<file path="src/rtl/wb_initiator.sv">
// wb_initiator: Wishbone classic single-access initiator behind a valid/ready command/response port
// Ports: io_wbs_clk/io_wbs_rst clock and synchronous active-high reset;
//        cmd_* command in (valid/ready); rsp_* response out (valid/ready);
//        busy/err_count status; io_wbm_* Wishbone classic initiator bus.
module wb_initiator #(
    parameter int TIMEOUT_CYCLES = 16,
    parameter int ERR_CNT_WIDTH  = 8
) (
    input  logic                     io_wbs_clk,
    input  logic                     io_wbs_rst,
    input  logic                     cmd_valid,
    output logic                     cmd_ready,
    input  logic                     cmd_we,
    input  logic [31:0]              cmd_adr,
    input  logic [31:0]              cmd_dat,
    input  logic [3:0]               cmd_sel,
    output logic                     rsp_valid,
    input  logic                     rsp_ready,
    output logic [31:0]              rsp_dat,
    output logic                     rsp_err,
    output logic                     busy,
    output logic [ERR_CNT_WIDTH-1:0] err_count,
    output logic [31:0]              io_wbm_adr,
    output logic [31:0]              io_wbm_datwr,
    input  logic [31:0]              io_wbm_datrd,
    output logic                     io_wbm_we,
    output logic [3:0]               io_wbm_sel,
    output logic                     io_wbm_stb,
    input  logic                     io_wbm_ack,
    output logic                     io_wbm_cyc
);
    typedef enum logic [1:0] {IDLE, BUS, RESP} state_t;
    localparam logic [15:0] TMO_LAST = 16'(TIMEOUT_CYCLES - 1);
    state_t                   state_q, state_d;
    logic [15:0]              tmo_q, tmo_d;
    logic                     cmd_ready_q, cmd_ready_d;
    logic                     rsp_valid_q, rsp_valid_d;
    logic [31:0]              rsp_dat_q, rsp_dat_d;
    logic                     rsp_err_q, rsp_err_d;
    logic                     busy_q, busy_d;
    logic [ERR_CNT_WIDTH-1:0] err_count_q, err_count_d;
    logic                     stb_q, stb_d;
    logic                     we_q, we_d;
    logic [31:0]              adr_q, adr_d;
    logic [31:0]              datwr_q, datwr_d;
    logic [3:0]               sel_q, sel_d;
    always_comb begin
        state_d     = state_q;
        tmo_d       = tmo_q;
        rsp_valid_d = rsp_valid_q;
        rsp_dat_d   = rsp_dat_q;
        rsp_err_d   = rsp_err_q;
        err_count_d = err_count_q;
        stb_d       = stb_q;
        we_d        = we_q;
        adr_d       = adr_q;
        datwr_d     = datwr_q;
        sel_d       = sel_q;
        case (state_q)
            IDLE: if (cmd_valid && cmd_ready_q) begin
                state_d = BUS;
                stb_d   = 1'b1;
                we_d    = cmd_we;
                adr_d   = cmd_adr;
                datwr_d = cmd_dat;
                sel_d   = cmd_sel;
                tmo_d   = '0;
            end
            BUS: if (io_wbm_ack) begin
                // an ack in the last timeout cycle still completes normally
                state_d     = RESP;
                stb_d       = 1'b0;
                rsp_valid_d = 1'b1;
                rsp_dat_d   = we_q ? '0 : io_wbm_datrd;
                rsp_err_d   = 1'b0;
            end else if (tmo_q == TMO_LAST) begin
                state_d     = RESP;
                stb_d       = 1'b0;
                rsp_valid_d = 1'b1;
                rsp_dat_d   = '0;
                rsp_err_d   = 1'b1;
                err_count_d = &err_count_q ? err_count_q : err_count_q + ERR_CNT_WIDTH'(1);
            end else begin
                tmo_d = tmo_q + 16'd1;
            end
            RESP: if (rsp_ready) begin
                state_d     = IDLE;
                rsp_valid_d = 1'b0;
            end
            default: state_d = IDLE;
        endcase
        cmd_ready_d = state_d == IDLE;
        busy_d      = state_d != IDLE;
    end
    always_ff @(posedge io_wbs_clk) begin
        if (io_wbs_rst) begin
            state_q     <= IDLE;
            tmo_q       <= '0;
            cmd_ready_q <= 1'b1;
            rsp_valid_q <= 1'b0;
            rsp_dat_q   <= '0;
            rsp_err_q   <= 1'b0;
            busy_q      <= 1'b0;
            err_count_q <= '0;
            stb_q       <= 1'b0;
            we_q        <= 1'b0;
            adr_q       <= '0;
            datwr_q     <= '0;
            sel_q       <= '0;
        end else begin
            state_q     <= state_d;
            tmo_q       <= tmo_d;
            cmd_ready_q <= cmd_ready_d;
            rsp_valid_q <= rsp_valid_d;
            rsp_dat_q   <= rsp_dat_d;
            rsp_err_q   <= rsp_err_d;
            busy_q      <= busy_d;
            err_count_q <= err_count_d;
            stb_q       <= stb_d;
            we_q        <= we_d;
            adr_q       <= adr_d;
            datwr_q     <= datwr_d;
            sel_q       <= sel_d;
        end
    end
    assign cmd_ready    = cmd_ready_q;
    assign rsp_valid    = rsp_valid_q;
    assign rsp_dat      = rsp_dat_q;
    assign rsp_err      = rsp_err_q;
    assign busy         = busy_q;
    assign err_count    = err_count_q;
    assign io_wbm_adr   = adr_q;
    assign io_wbm_datwr = datwr_q;
    assign io_wbm_we    = we_q;
    assign io_wbm_sel   = sel_q;
    assign io_wbm_stb   = stb_q;
    assign io_wbm_cyc   = stb_q;
endmodule
</file>
<file path="config.mk">
export PLATFORM = sky130hd
export DESIGN_NAME = wb_initiator
export DESIGN_NICKNAME = d
export VERILOG_FILES = /design/src/rtl/wb_initiator.sv
export SDC_FILE = /design/constraint.sdc
export NUM_CORES = 1
export LEC_CHECK = 0
export CAP_MARGIN = 5
export CORE_MARGIN = 2
export CORE_UTILIZATION = 55
export DETAILED_ROUTE_END_ITERATION = 16
export DONT_BUFFER_PORTS = 1
export GPL_ROUTABILITY_DRIVEN = 1
export GPL_TIMING_DRIVEN = 0
export HOLD_SLACK_MARGIN = 0.03
export PLACE_DENSITY = 0.69
export SYNTH_ARGS = -nofsm -noshare
export SYNTH_HDL_FRONTEND = slang
export SYNTH_SLANG_ARGS = --single-unit
export TNS_END_PERCENT = 5
</file>
<file path="constraint.sdc">
create_clock -name io_wbs_clk -period 2.88 [get_ports io_wbs_clk]
set_input_delay 0.576 -clock io_wbs_clk [delete_from_list [all_inputs] [get_ports io_wbs_clk]]
set_output_delay 0.576 -clock io_wbs_clk [all_outputs]
set_load 0.01 [all_outputs]
</file>
# After elaboration in Yosys (flattened, before gate mapping)
# Index checks and enable logic that the tools add are counted.
# classes
addsub	2
eq_ne	8
mux	21
bitwise	2
reduce_logical	14
# op_table
op	count
$mux 32	3
$mux 16	3
$pmux 16 s2	1
$add 16x1->16 const B	1
$eq 16x4->1 const B	1
$add 8x1->8 const B	1
$mux 2	4
$ne 2x2->1 const B	4
$reduce_and 4->1	2
$reduce_and 8->1	1
$reduce_bool 2->1	4
$mux 1	7
$pmux 2 s3	1
$reduce_and 3->1	2
$logic_not 2->1	2
$pmux 1 s2	2
$reduce_and 2->1	2
$ne 3x3->1 const B	1
$eq 2x1->1 const B	1
$eq 2x2->1 const B	1
$not 1->1	2
$logic_and 1x1->1	1
# word_totals
regBits	132
inputBits	106
output_inout_bits	115
elab_cells	60

# Depth between registers and ports, before layout
# Gate-level depths: netlist (run 1).
# depth
ltp_word	5
depth_mapped	7
depth_no_buf	5

# Least setup slack after synthesis (run 1)
# No wires, ideal clock.
# synth_timing
path_kind	register to register
startpoint	register tmo_q[4]
endpoint	register err_count_q[3], in the netlist err_count[3]
setup_ns	0.070
arrival_ns	2.112
required_time_ns	2.810
slack_ns	0.698
stages_incl_launch_ff	6
path_buffers	1
synth_period_minus_slack_ns	2.182
cell_sequence	dfxtp_1 -> or4_4 -> or4_1 -> buf_2 -> or4_1 -> a21oi_1
# synth_via
elab_chain_len	2
# synth_lines
item	line_no	text
from (decl)	35	logic [15:0] tmo_q, tmo_d;
from (signal assigned)	112	tmo_q <= tmo_d;
$eq 16x4->1	76	end else if (tmo_q == TMO_LAST) begin
$reduce_and 4->1 (no line)	--	
to (signal assigned)	118	err_count_q <= err_count_d;
to (decl)	41	logic [ERR_CNT_WIDTH-1:0] err_count_q, err_count_d;
# No other way between the ends.
# A chain may end at the register's enable or synchronous reset.

# Worst setup path after layout (run 1)
# layout_timing
startpoint	register tmo_q[4]
endpoint	register err_count_q[5], in the netlist err_count[5]
# Same word-level chain as after synthesis.

==> results of run 1 <==
-- where the power goes --
group	total (mW)	internal (mW)	leakage [nW]	switching, mW
registers	2.05	1.93	1.08	0.125
clock network	2.03	1.17	0.269	0.859
logic	0.297	0.0999	0.629	0.197
total	4.38	3.20	1.97	1.18
-- synth_stat cells (2+ instances only) --
master	instances	area share
sky130_fd_sc_hd__or4_4	2	0.0047
sky130_fd_sc_hd__a22o_1	32	0.058
sky130_fd_sc_hd__or3b_2	2	0.0036
sky130_fd_sc_hd__ha_1	2	0.0052
sky130_fd_sc_hd__a21o_1	2	0.0031
sky130_fd_sc_hd__a21oi_1	95	0.099
sky130_fd_sc_hd__a211oi_1	3	0.0047
sky130_fd_sc_hd__mux2i_1	3	0.0062
sky130_fd_sc_hd__or4_1	13	0.020
sky130_fd_sc_hd__and4_1	3	0.0055
sky130_fd_sc_hd__nand4_1	2	0.0026
sky130_fd_sc_hd__xnor2_1	2	0.0036
sky130_fd_sc_hd__nand2_1	151	0.12
sky130_fd_sc_hd__nor4_1	3	0.0039
sky130_fd_sc_hd__dfxtp_1	132	0.55
sky130_fd_sc_hd__nor2_1	4	0.0031
sky130_fd_sc_hd__o21a_1	2	0.0031
sky130_fd_sc_hd__nand3_1	9	0.0093
sky130_fd_sc_hd__clkbuf_1	37	0.029
sky130_fd_sc_hd__or3_1	7	0.0091
sky130_fd_sc_hd__o21ai_0	4	0.0042
sky130_fd_sc_hd__nand2b_1	3	0.0039
sky130_fd_sc_hd__o31ai_1	12	0.019
sky130_fd_sc_hd__nor3_1	2	0.0021
sky130_fd_sc_hd__inv_1	7	0.0055
-- layer usage --
metal,vias up,global-route usage,wire length [microns]
li1,1969,-,-
met1,1905,0.296,4700
met2,161,0.419,5970
met3,25,0.112,1180
met4,0,0.0951,284
met5,-,0,0
-- registers in the layout (all words and copies together) (netlist names), 2 cells and up --
| name | count |
|---|---|
| rsp_dat | 32 |
| state_q | 2 |
| io_wbm_sel | 4 |
| tmo_q | 16 |
| io_wbm_datwr | 32 |
| err_count | 8 |
| io_wbm_adr | 32 |
-- per-stage QoR --
| step | total power [mW] | setup slack, ns | hold slack (ns) |
|---|---|---|---|
| after floorplan | 2.30 | 0.698 | 0.452 |
| after global placement | 2.38 | 0.512 | 0.470 |
| after detailed placement | 2.39 | 0.462 | 0.481 |
| after CTS | 4.41 | 0.451 | 0.145 |
| after global routing | 4.54 | 0.283 | 0.151 |
| final | 4.38 | 0.431 | 0.162 |
-- cell families after synthesis --
group                      count (synthesis)
muxes                                      3
AOI/OAI and AO/OA                        156
adders and majority gates                  2
xor gates and xnor gates                   2
DFF                                      132
and+or+nand+nor                          208
buffers and inverters                     47
-- area by class of cell --
| class | instances | area [sq um] |
|---|---|---|
| inverters | 7 | 26.3 |
| clock buffers | 17 | 414 |
| clock inverters | 15 | 150 |
| flip-flops and latches | 132 | 2640 |
| well taps | 108 | 135 |
| fillers | 738 | 3080 |
| multi-input cells | 371 | 1990 |
| plain buffers | 40 | 155 |
-- worst max-delay path by stage --
stage | startpoint | slack (ns) | cells after the start | end
finish | tmo_q[4] | 0.43 | 6 | err_count[5]
global placement | tmo_q[4] | 0.51 | 6 | err_count[7]
floorplan | tmo_q[4] | 0.70 | 5 | err_count[3]
detailed placement | tmo_q[4] | 0.46 | 6 | err_count[5]
global route | tmo_q[4] | 0.28 | 6 | err_count[5]
CTS | tmo_q[4] | 0.45 | 6 | err_count[5]
==> flow_summary_export.csv, run 1 <==
group,metric,value,unit
run_status,status,"complete, no violations",
critical_path,timing.critical_path.required,3.25,ns
sta,setup_violations,0,
global_routing,global_route_wire_length_before_repair,19600,microns
global_routing,grt_overflow_total,0,
critical_path,r2r_end,"err_count[5]",
route,drt-total-wl,12100,microns
route,drt_pass1_iterations,4,
place,port_buffers,0,
sta,worstMarginPinSlew,1.10,ns
critical_path,cp_max_fo,10,
power,pwr_density_cell,793,mW/mm^2
synthesis,synthCells,550,
clocking,clockBufferDepth,2,
clocking,tritoncts.num_buffers,17,
synthesis,proportion_of_synthesized_chip_area_in_sequential_cells,0.549,
cells_and_area,post_layout_nonfiller_instances,690,
cells_and_area,layout-drive-gt1-share,0.0670,
place,routabilityCongestion,0.807,
synthesis,synthesis.area_per_instance,8.76,sq um
critical_path,worst_setup_path_end_kind,"flop",
critical_path,ff2ff_path_depth,6,
critical_path,path_buf_inv,2,
synthesis,share_of_cell_area_taken_by_muxes_after_synthesis,0.00623,
synthesis,area_share_of_and_or_nand_nor_cells_after_synthesis,0.198,
global_routing,grt_max_degree,17,
place,placedCellCount,658,
sta,max-slew-margin-rel,0.259,
sta,final-max-slew-violation-count,0,
synthesis,synthArstFlopShare,0,
critical_path,worst_r2r_startpoint,"tmo_q[4]",
floorplanning,design.die.area,0.00952,sq mm
synthesis,ys.flop_type,"sky130_fd_sc_hd__dfxtp_1",
clocking,worst_skew_pair.late_latency,0.52,ns
global_routing,antenna_found_initial,0,
route,detailroute.via_count,4060,
critical_path,rrSetupSlack,0.43,ns
sta,setup_repair_after_global_routing_missed_its_margin,"false",
clocking,cts_hold_repair.buffers,0,
critical_path,worst_path_max_delay_cell,"sky130_fd_sc_hd__or4_4",
clocking,post_cts_resize_count,0,
sta,clock_skew,0.0118,ns
sta,final-hold-violation-count,0,
critical_path,worstPathArrival,2.82,ns
sta,layout_worst_path_cycle_share,0.850,
cells_and_area,layout.nets,677,
cells_and_area,layout_common_cells,"sky130_fd_sc_hd__nand2_1, sky130_fd_sc_hd__dfxtp_1, sky130_fd_sc_hd__a21oi_1",
route,dr.first_iter.drc_count,102,
cells_and_area,mostFrequentLayoutCell,"sky130_fd_sc_hd__nand2_1",
global_routing,first_global_vias,3892,
synthesis,synth_top_family_by_area,"compound AO/OA/AOI/OAI gates",
floorplanning,effective_utilization_at_floorplan,0.561,
clocking,clk_transition_reported_paths,0.06,ns
sta,max_clock_freq,0.408,GHz
route,remaining_drc_errors,0,
worst_hold_path,holdPathEnd,"rsp_err",
floorplanning,core_ar,0.00859,sq mm
worst_hold_path,min_delay_path_depth,1,
floorplanning,die_height,97.6,microns
place,post_dp_cell_area,0.00495,sq mm
route,ant_nets,0,
synthesis,yosys.area_share.adder,0.00519,
critical_path,critical_path_class,"flop to flop",
synthesis,yosys.area_share.xor_xnor,0.00364,
floorplanning,die_w,97.6,microns
cells_and_area,layout.cell_area.non_filler,0.00552,sq mm
route,post_drt_wl_per_cell,17.6,microns
synthesis,synth-edff-count,0,
critical_path,worst_path_largest_cell_delay,0.58,ns
cells_and_area,final_standard_cell_utilization_of_the_core,0.642,
floorplanning,num_io_pins,221,
worst_hold_path,hold_path.startpoint,"io_wbm_ack",
synthesis,synth_warnings,0,
clocking,ctsHtreeMaxLevel,4,
cells_and_area,layout-area-overhead-vs-synth,14.5,%
synthesis,synth.lib_cells_used.distinct,41,
clocking,tritoncts,"built",
clocking,post-cts-setup-buffer-count,0,
clocking,tritoncts_num_sinks,132,
run,drv.max_cap_violation_count,0,
critical_path,worst_path_dominant_cell_family,"simple AND/OR/NAND/NOR gates",
synthesis,synth_compound_gate_area_share,0.201,
place,dp_hpwl,8810,microns
synthesis,synthesis.nets,658,
worst_hold_path,hold_path.class,"input port to flop",
global_routing,grt_util_all_layers,0.255,
clocking,cts.root.buffer_cell,"sky130_fd_sc_hd__clkbuf_8",
power,cellLeakagePower,1.97,nW
sta,finalSetupTns,0,ns
synthesis,post_synth_instance_area,0.00482,sq mm
critical_path,path_cells,"or4_4 > or4_1 > buf_2 > clkbuf_1 > o31ai_1 > a21oi_1",
synthesis,ys_seq_elements,132,
route,drt-vias-per-instance,5.88,
critical_path,worstSetupStartpointType,"flop",
cells_and_area,n_antenna_cell,0,
sta,timing.final.crit_period,2.45,ns
floorplanning,std_cell_rows,34,
power,ir_drop,488,uV
Power figures use the tool's default switching activity.
==> run 2: changes to the inputs <==
--- a/config.mk
+++ b/config.mk
@@ -5,7 +5,7 @@
 export SDC_FILE = /design/constraint.sdc
 export NUM_CORES = 1
 export LEC_CHECK = 0
-export CAP_MARGIN = 5
+export CAP_MARGIN = 20
 export CORE_MARGIN = 2
 export CORE_UTILIZATION = 55
 export DETAILED_ROUTE_END_ITERATION = 16
==> results of run 2 <==
No change in the layout: final DEF, timing and power equal those of run 1.
==> run 3: changes to the inputs <==
--- a/config.mk
+++ b/config.mk
@@ -11,7 +11,6 @@
 export DETAILED_ROUTE_END_ITERATION = 16
 export DONT_BUFFER_PORTS = 1
 export GPL_ROUTABILITY_DRIVEN = 1
-export GPL_TIMING_DRIVEN = 0
 export HOLD_SLACK_MARGIN = 0.03
 export PLACE_DENSITY = 0.69
 export SYNTH_ARGS = -nofsm -noshare
==> flow_summary_export.csv, run 3 (synthesized netlist as in run 1, its figures left out) <==
group,metric,value,unit
run_status,status,"complete, no violations",
critical_path,worst_path_max_delay_cell,"sky130_fd_sc_hd__or4_1",
cells_and_area,final_standard_cell_utilization_of_the_core,0.647,
floorplanning,num_io_pins,221,
floorplanning,core_ar,0.00859,sq mm
sta,timing.final.crit_period,2.53,ns
cells_and_area,n_antenna_cell,0,
critical_path,worst_path_largest_cell_delay,0.81,ns
power,cellLeakagePower,2.01,nW
clocking,post_cts_resize_count,0,
clocking,tritoncts.num_buffers,17,
power,clockPowerShare,0.513,
floorplanning,die_height,97.6,microns
route,dr.first_iter.drc_count,228,
route,drt-total-wl,11900,microns
global_routing,grt_util_all_layers,0.247,
critical_path,critical_path.most_common_cell,"sky130_fd_sc_hd__or4_1",
sta,clock_skew,0.00989,ns
global_routing,grt_max_degree,93,
critical_path,worstSetupStartpointType,"flop",
global_routing,global_route_wire_length_before_repair,19000,microns
clocking,cts_hold_repair.buffers,0,
clocking,tritoncts_num_sinks,132,
clocking,post-cts-setup-buffer-count,0,
critical_path,cp_max_fo,19,
sta,setup_repair_after_global_routing_missed_its_margin,"false",
critical_path,worstPathArrival,2.96,ns
place,routabilityCongestion,0.793,
power,fin_total_pwr,4.78,mW
place,port_buffers,0,
worst_hold_path,hold_path.class,"input port to flop",
sta,max_clock_freq,0.396,GHz
power,pwr_density_cell,859,mW/mm^2
cells_and_area,layout-area-overhead-vs-synth,15.5,%
critical_path,critical_path_class,"flop to flop",
clocking,clk_transition_reported_paths,0.06,ns
clocking,worst_skew_pair.late_latency,0.51,ns
cells_and_area,layout_common_cells,"sky130_fd_sc_hd__nand2_1, sky130_fd_sc_hd__dfxtp_1, sky130_fd_sc_hd__a21oi_1",
route,remaining_drc_errors,0,
cells_and_area,layout.nets,642,
route,post_drt_wl_per_cell,18.1,microns
power,switching_share,0.225,
cells_and_area,mostFrequentLayoutCell,"sky130_fd_sc_hd__nand2_1",
sta,final-hold-violation-count,0,
sta,worstMarginPinSlew,0.754,ns
sta,final-max-slew-violation-count,0,
floorplanning,design.die.area,0.00952,sq mm
power,switching_power,1.07,mW
clocking,tritoncts,"built",
critical_path,worst_path_dominant_cell_family,"simple AND/OR/NAND/NOR gates",
critical_path,path_buf_inv,0,
route,ant_nets,0,
sta,finalSetupTns,0,ns
floorplanning,effective_utilization_at_floorplan,0.561,
clocking,ctsHtreeMaxLevel,4,
sta,finalHoldWorstSlack,0.134,ns
place,dp_hpwl,7980,microns
clocking,clockBufferDepth,2,
cells_and_area,layout-drive-gt1-share,0.0786,
critical_path,timing.critical_path.required,3.31,ns
floorplanning,std_cell_rows,34,
global_routing,antenna_found_initial,0,
route,drt_pass1_iterations,5,
place,placedCellCount,623,
sta,layout_worst_path_cycle_share,0.877,
sta,setup_violations,0,
power,cell_internal_pwr,3.70,mW
critical_path,worst_setup_path_end_kind,"flop",
route,detailroute.via_count,3932,
global_routing,first_global_vias,3923,
sta,max-slew-margin-rel,0.497,
cells_and_area,post_layout_nonfiller_instances,655,
clocking,cts.root.buffer_cell,"sky130_fd_sc_hd__clkbuf_8",
critical_path,path_cells,"or4_4 > or4_1 > or4_1 > a21oi_1",
run,drv.max_cap_violation_count,0,
power,seq_power_share,0.431,
global_routing,grt_overflow_total,0,
power,ir_drop,595,uV
power,pwr-share-comb,0.056,
floorplanning,die_w,97.6,microns
route,drt-vias-per-instance,6.00,
-- run 3: cell types whose count changed in the layout (fill, tap and decap cells not counted), sizes merged --
cell      delta
buf          +2
clkinv       -2
clkbuf      -34
inv          -5
bufinv       +6
clkinvlp     -2
-- run 3: final timing paths --
path / startpoint / end / slack [ns] / cells after the start
min: io_wbs_rst / err_count[5] / 0.13 / 1
min reg2reg: tmo_q[15] / tmo_q[15] / 0.49 / 2
max reg2reg: tmo_q[4] / err_count[7] / 0.35 / 4
max: tmo_q[4] / err_count[7] / 0.35 / 4
-- run 3: layer usage --
metal / wire (microns) / vias up / global-route usage
li1: - / 1883 / -
met1: 4720 / 1845 / 0.285
met2: 5850 / 182 / 0.398
met3: 1020 / 22 / 0.100
met4: 273 / 0 / 0.123
met5: 0 / - / 0
-- run 3: cell type report --
cell class / instances / area, sq um
Fill cell: 718 / 3030
Sequential cell: 132 / 2640
Multi-Input combinational cell: 371 / 2030
Clock buffer: 20 / 425
Clock inverter: 12 / 253
Tap cell: 108 / 135
Timing Repair Buffer: 5 / 45.0
Inverter: 7 / 26.3
-- run 3: power by group through the flow --
stage,registers [mW],logic [mW],clock network [mW]
2_1_floorplan,2.06,0.233,0
3_3_place_gp,2.10,0.254,0
3_5_place_dp,2.10,0.270,0
4_1_cts,2.06,0.271,2.49
5_1_grt,2.07,0.308,2.58
6_report,2.06,0.269,2.45
-- run 3: metrics by stage --
stage	setup WS [ns]	instance area (sq um)
3_5_place_dp	0.384	4880
4_1_cts	0.361	5560
3_3_place_gp	0.458	4870
5_1_grt	0.248	5560
2_1_floorplan	0.698	4820
6_report	0.353	5560
